### config.mk
export PLATFORM = sky130hd
export DESIGN_NAME = mycpu_mc_core
export DESIGN_NICKNAME = d
export VERILOG_FILES = /design/src/rtl/mycpu_mc_core.sv
export SDC_FILE = /design/constraint.sdc
export NUM_CORES = 2
export LEC_CHECK = 0
export CORE_UTILIZATION = 45
export CTS_BUF_LIST = sky130_fd_sc_hd__clkbuf_8 sky130_fd_sc_hd__clkbuf_16
export CTS_CLUSTER_DIAMETER = 60
export DETAILED_ROUTE_END_ITERATION = 12
export PLACE_DENSITY = 0.67
export SETUP_SLACK_MARGIN = 0.2
export SYNTH_ARGS = -nofsm -noshare
export SYNTH_HDL_FRONTEND = slang
export SYNTH_SLANG_ARGS = --single-unit
export TNS_END_PERCENT = 100
### constraint.sdc
create_clock -name clk -period 8.15 [get_ports clk]
set_input_delay 1.63 -clock clk [delete_from_list [all_inputs] [get_ports clk]]
set_output_delay 1.63 -clock clk [all_outputs]
set_load 0.005 [all_outputs]
### src/rtl/mycpu_mc_core.sv
// Multi-cycle LoongArch32 subset core: IF/EX/MEM/WB sequencer over req/ack
// instruction and data buses, with a write-back trace port and bus watchdog.
module mycpu_mc_core #(
    parameter logic [31:0] RESET_PC = 32'h1bc00000,
    parameter int unsigned MAX_WAIT = 255
) (
    input  logic        clk,
    input  logic        resetn,
    output logic        inst_req,
    output logic [31:0] inst_addr,
    input  logic        inst_ack,
    input  logic [31:0] inst_rdata,
    output logic        data_req,
    output logic        data_wr,
    output logic [31:0] data_addr,
    output logic [31:0] data_wdata,
    input  logic        data_ack,
    input  logic [31:0] data_rdata,
    output logic [31:0] debug_wb_pc,
    output logic        debug_wb_rf_we,
    output logic [4:0]  debug_wb_rf_wnum,
    output logic [31:0] debug_wb_rf_wdata,
    output logic        inst_illegal,
    output logic        bus_err
);
    typedef enum logic [2:0] {S_IF, S_EX, S_MEM, S_WB, S_HALT} state_t;

    localparam bit          WDOG_EN   = (MAX_WAIT != 0);
    localparam logic [31:0] WAIT_LAST = (MAX_WAIT == 0) ? 32'd0 : 32'(MAX_WAIT - 1);

    state_t      state_q;
    logic [31:0] pc_q, ir_q, next_pc_q, wait_q;
    logic        inst_req_q, data_req_q, data_wr_q, is_load_q;
    logic [31:0] data_addr_q, data_wdata_q;
    logic [31:0] wb_pc_q, wb_wdata_q;
    logic [4:0]  wb_wnum_q;
    logic        wb_we_q, illegal_q, bus_err_q;
    logic [31:0] rj_val_q, rk_val_q;
    logic [31:0] rf_mem [0:31];

    // Decode of the latched instruction
    logic        op_add, op_sub, op_addi, op_ld, op_st, op_beq, op_bne, op_b;
    logic [4:0]  rd;
    logic [31:0] simm, br_off16, br_off26;

    assign op_add   = (ir_q[31:15] == 17'h00020);
    assign op_sub   = (ir_q[31:15] == 17'h00022);
    assign op_addi  = (ir_q[31:22] == 10'h00a);
    assign op_ld    = (ir_q[31:22] == 10'h0a2);
    assign op_st    = (ir_q[31:22] == 10'h0a6);
    assign op_beq   = (ir_q[31:26] == 6'h16);
    assign op_bne   = (ir_q[31:26] == 6'h17);
    assign op_b     = (ir_q[31:26] == 6'h14);
    assign rd       = ir_q[4:0];
    assign simm     = {{20{ir_q[21]}}, ir_q[21:10]};
    assign br_off16 = {{14{ir_q[25]}}, ir_q[25:10], 2'b00};
    assign br_off26 = {{4{ir_q[9]}}, ir_q[9:0], ir_q[25:10], 2'b00};

    logic [31:0] alu_res_d, next_pc_d;
    logic        wb_we_d, legal_d;

    always_comb begin
        alu_res_d = 32'd0;
        next_pc_d = pc_q + 32'd4;
        wb_we_d   = 1'b0;
        legal_d   = op_add | op_sub | op_addi | op_ld | op_st | op_beq | op_bne | op_b;
        if (op_add) begin
            alu_res_d = rj_val_q + rk_val_q;
            wb_we_d   = 1'b1;
        end else if (op_sub) begin
            alu_res_d = rj_val_q - rk_val_q;
            wb_we_d   = 1'b1;
        end else if (op_addi || op_ld || op_st) begin
            alu_res_d = rj_val_q + simm;
            wb_we_d   = op_addi;
        end
        if ((op_beq && (rj_val_q == rk_val_q)) || (op_bne && (rj_val_q != rk_val_q))) begin
            next_pc_d = pc_q + br_off16;
        end
        if (op_b) begin
            next_pc_d = pc_q + br_off26;
        end
    end

    // Register file: read on fetch completion, written at the end of WB
    logic       fetch_uses_rd;
    logic [4:0] rj_addr, rk_addr;

    assign fetch_uses_rd = (inst_rdata[31:22] == 10'h0a6) || (inst_rdata[31:26] == 6'h16)
                         || (inst_rdata[31:26] == 6'h17);
    assign rj_addr = inst_rdata[9:5];
    assign rk_addr = fetch_uses_rd ? inst_rdata[4:0] : inst_rdata[14:10];

    always_ff @(posedge clk) begin
        if (state_q == S_WB && wb_we_q) begin
            rf_mem[wb_wnum_q] <= wb_wdata_q;
        end
        if (state_q == S_IF && inst_req_q && inst_ack) begin
            rj_val_q <= (rj_addr == 5'd0) ? 32'd0 : rf_mem[rj_addr];
            rk_val_q <= (rk_addr == 5'd0) ? 32'd0 : rf_mem[rk_addr];
        end
    end

    always_ff @(posedge clk or negedge resetn) begin
        if (!resetn) begin
            state_q      <= S_IF;
            pc_q         <= RESET_PC;
            ir_q         <= 32'd0;
            next_pc_q    <= 32'd0;
            wait_q       <= 32'd0;
            inst_req_q   <= 1'b0;
            data_req_q   <= 1'b0;
            data_wr_q    <= 1'b0;
            is_load_q    <= 1'b0;
            data_addr_q  <= 32'd0;
            data_wdata_q <= 32'd0;
            wb_pc_q      <= 32'd0;
            wb_wdata_q   <= 32'd0;
            wb_wnum_q    <= 5'd0;
            wb_we_q      <= 1'b0;
            illegal_q    <= 1'b0;
            bus_err_q    <= 1'b0;
        end else begin
            case (state_q)
                S_IF: begin
                    if (!inst_req_q) begin
                        inst_req_q <= 1'b1;
                        wait_q     <= 32'd0;
                    end else if (inst_ack) begin
                        ir_q       <= inst_rdata;
                        inst_req_q <= 1'b0;
                        state_q    <= S_EX;
                    end else if (WDOG_EN && wait_q == WAIT_LAST) begin
                        inst_req_q <= 1'b0;
                        bus_err_q  <= 1'b1;
                        state_q    <= S_HALT;
                    end else begin
                        wait_q <= wait_q + 32'd1;
                    end
                end
                S_EX: begin
                    next_pc_q <= next_pc_d;
                    if (op_ld || op_st) begin
                        data_req_q   <= 1'b1;
                        data_wr_q    <= op_st;
                        data_addr_q  <= alu_res_d;
                        data_wdata_q <= rk_val_q;
                        is_load_q    <= op_ld;
                        wait_q       <= 32'd0;
                        state_q      <= S_MEM;
                    end else begin
                        wb_pc_q    <= pc_q;
                        wb_wnum_q  <= rd;
                        wb_wdata_q <= alu_res_d;
                        wb_we_q    <= wb_we_d && (rd != 5'd0);
                        illegal_q  <= !legal_d;
                        state_q    <= S_WB;
                    end
                end
                S_MEM: begin
                    if (data_ack) begin
                        data_req_q <= 1'b0;
                        wb_pc_q    <= pc_q;
                        wb_wnum_q  <= rd;
                        wb_wdata_q <= is_load_q ? data_rdata : 32'd0;
                        wb_we_q    <= is_load_q && (rd != 5'd0);
                        state_q    <= S_WB;
                    end else if (WDOG_EN && wait_q == WAIT_LAST) begin
                        data_req_q <= 1'b0;
                        bus_err_q  <= 1'b1;
                        state_q    <= S_HALT;
                    end else begin
                        wait_q <= wait_q + 32'd1;
                    end
                end
                S_WB: begin
                    pc_q       <= next_pc_q;
                    wb_pc_q    <= 32'd0;
                    wb_wnum_q  <= 5'd0;
                    wb_wdata_q <= 32'd0;
                    wb_we_q    <= 1'b0;
                    illegal_q  <= 1'b0;
                    inst_req_q <= 1'b1;
                    wait_q     <= 32'd0;
                    state_q    <= S_IF;
                end
                S_HALT: begin
                    state_q <= S_HALT;
                end
                default: begin
                    state_q <= S_HALT;
                end
            endcase
        end
    end

    assign inst_req          = inst_req_q;
    assign inst_addr         = pc_q;
    assign data_req          = data_req_q;
    assign data_wr           = data_wr_q;
    assign data_addr         = data_addr_q;
    assign data_wdata        = data_wdata_q;
    assign debug_wb_pc       = wb_pc_q;
    assign debug_wb_rf_we    = wb_we_q;
    assign debug_wb_rf_wnum  = wb_wnum_q;
    assign debug_wb_rf_wdata = wb_wdata_q;
    assign inst_illegal      = illegal_q;
    assign bus_err           = bus_err_q;
endmodule

==> summary.txt <==
setup violators final: 0
worst slew pin tran: 1.27 ns
cell row count: 142
RSZ-0062 raised after global routing: false
GP Congestion: 0.938
CP max-delay cell: edfxtp_1
Crit. End Element: flip-flop
GRT overflow: 0
CTS-repair resized insts: 0
Nets: 5622
WP data required: 8.81 ns
startpoint types: flip-flop
pin count of the biggest net entering global routing: 165
first-pass GRT wire length: 324000 um
Max Buffers Root-to-Sink: 3
Max-slew headroom: 15.4%
CTS Root Cell: clkbuf_16
Synth Flop Type: edfxtp_1
hold depth: 2
Yosys warning count: 0
Skew-Pair Late Insertion Delay: 0.82 ns
share of layout cells above drive strength 1: 16.4%
routed length per instance: 29.9 um
PnR worst setup slack: 1.91 ns
placed insts: 7285
HPWL after DPL: 141000 um
Max VDD drop: 0.223 mV
TritonRoute pass-1 iters: 8
register area share after synthesis: 58.0%
synthesized cell area: 68000 um^2
Final period util: 76.5%
H-tree depth: 4
CTS tree: yes
status: finished clean
CTS Hold Buffers Added: 0
area grow syn2layout: 15.0%
Top Ports: 239
fmax: 160 MHz
die height: 391 um
synthesized flop and latch total: 1359
critical path peak fanout: 16
LEAKAGE: 28.5 nW
clock transition at the registers of the reported paths: 0.06 ns
Max Slew Vio Count: 0
synthesized area per cell: 13.0 um^2
Die Wd: 391 um
area of the core: 150000 um^2
CTS sink count: 1359
HP Class: reg2reg
Global Route Usage Sum: 29.3%
crit-path max cell delay: 0.75 ns
PD cells: 274 nW/um^2
arrival time worst endpoint: 6.90 ns
Synth Instances: 5248
CP Class: reg2reg
FF-to-FF path depth: 21
number of synthesized flops with an enable pin: 1088
vias: 49200
post-CTS setup buffers: 0
initial drt markers: 6809
Final Hold Viols: 0
PortBufs: 238
asr flop ratio synth: 19.9%
final WL: 227000 um
vias in the first global route: 47100
DRC Markers: 0
post-route antenna net violation count: 0
clock skew: 0.0426 ns
initial core utilization: 45.3%
Cell variety after synth: 98
pre-CTS setup slack: 1.89 ns
CTS Buf Count: 152
MaxCap Viol Count: 0
fin crit period: 6.24 ns
setup TNS: 0 ns
Via density: 6.50
most used cell, CP: o21ai_0
die area: 153000 um^2
final cell count without fillers: 7573
most common cell after layout, fill and taps aside: edfxtp_1
most flop-heavy register: rf_mem
highest-count cells in the layout ignoring fill and taps: 1088 x edfxtp_1, 997 x nand2_1, 380 x mux4_2
initial antenna violation count: 10
CP cell instances: inv_1, ha_1, nand4_1, nor2_1, nand4_1, nand2_1, xor2_1, buf_4, nand3b_1, ha_1, fa_1, a21o_1, a21o_1, a211oi_1, nor3_1, o21ai_0, o21ai_0, o41ai_1, o21ai_0, xnor2_1, o21ai_0
Largest register FFs: 1024
post-synthesis net count: 5447
-- metal layers --
| layer | global-route usage, % | wire length, um |
|---|---|---|
| met1 | 40.2 | 85600 |
| met2 | 44.6 | 102000 |
| met3 | 7.16 | 29600 |
| met4 | 12.0 | 9690 |
| met5 | 0 | 20 |
-- cell type report --
type | count | area (um^2)
antenna | 3 | 7.51
timing repair buffer | 389 | 3710
clock buffer | 166 | 4050
tap | 2016 | 2520
fill | 12600 | 71800
inverter | 84 | 318
sequential | 1359 | 39500
multi-input combinational | 3437 | 27000
clock inverter | 119 | 1110
-- path summary, 6_finish.rpt --
kind	start	to	slack, ns
worst max-delay path	rk_val_q[20]	next_pc_q[30]	1.91
worst min-delay path	next_pc_q[9]	inst_addr[9]	0.47
worst max register to register	rk_val_q[20]	next_pc_q[30]	1.91
worst min register to register	next_pc_q[9]	inst_addr[9]	0.47
max in group asynchronous	resetn	wait_q[1]	5.79
min in group asynchronous	resetn	debug_wb_rf_wdata[11]	0.91
-- cell families (layout without fill, tap and decap cells) --
group / count (synthesis) / count (layout) / synth area share [%]
AO/OA/AOI/OAI: 980 / 980 / 9.84
AND/OR/NAND/NOR: 1731 / 1731 / 11.2
buffers and inverters: 452 / 758 / 2.83
multiplexers: 503 / 503 / 14.5
adder cells (fa/ha/maj): 131 / 131 / 2.45
flip-flops: 1359 / 1359 / 58.0
XOR/XNOR: 92 / 92 / 1.18
other: 0 / 3 / 0
-- synthesized netlist by cell type (all sizes together) (8+ instances only) --
cell type / n / area share, %
edfxtp: 1088 / 48
nand2: 999 / 5.5
mux4: 380 / 13
dfrtp: 265 / 9.8
clkbuf: 230 / 1.3
nor2: 229 / 1.3
o21ai: 207 / 1.5
nand3: 175 / 1.3
a21oi: 160 / 1.2
buf: 138 / 1.1
and3: 137 / 1.3
ha: 127 / 2.3
mux2i: 84 / 1.2
inv: 82 / 0.45
a31oi: 81 / 0.75
o211ai: 77 / 0.85
a22oi: 72 / 0.79
a311oi: 69 / 0.90
xnor2: 56 / 0.72
a21o: 49 / 0.54
nor3: 42 / 0.32
mux2: 39 / 0.65
o22ai: 39 / 0.36
xor2: 36 / 0.46
a221oi: 32 / 0.43
o221ai: 27 / 0.35
nand4: 22 / 0.20
o21a: 22 / 0.24
a211oi: 21 / 0.24
nand2b: 18 / 0.17
nor4: 18 / 0.18
a22o: 17 / 0.22
nor2b: 17 / 0.16
or3: 17 / 0.16
o31ai: 16 / 0.18
o21bai: 15 / 0.17
and2: 13 / 0.12
a211o: 12 / 0.15
a31o: 10 / 0.13
nand3b: 8 / 0.088
-- worst max-delay path, delay by kind of cell (launching register included) --
| family | cells | cell delay (ns) |
|---|---|---|
| AND/OR/NAND/NOR | 6 | 1.16 |
| adder cells (fa/ha/maj) | 3 | 1.24 |
| buffers and inverters | 2 | 0.41 |
| AO/OA/AOI/OAI | 8 | 2.21 |
| XOR/XNOR | 2 | 0.32 |
| flip-flops | 1 | 0.75 |
-- metrics by stage --
step	util [%]	total power, mW	cell area (um^2)	hold WS, ns
3_3_place_gp	48.7	14.3	73000	0.449
4_1_cts	52.1	21.4	78200	0.470
6_report	52.2	21.4	78200	0.469
3_5_place_dp	48.7	14.4	73000	0.455
5_1_grt	52.1	22.2	78200	0.502
2_1_floorplan	-	12.1	68000	0.439
-- power breakdown --
group	total, mW	leakage [nW]	switching, mW	internal, mW
combinational	5.46	12.2	3.52	1.94
sequential	8.94	13.6	0.540	8.40
clock	7.01	2.64	2.95	4.07
No activity file was read; power rests on OpenSTA's default activity.
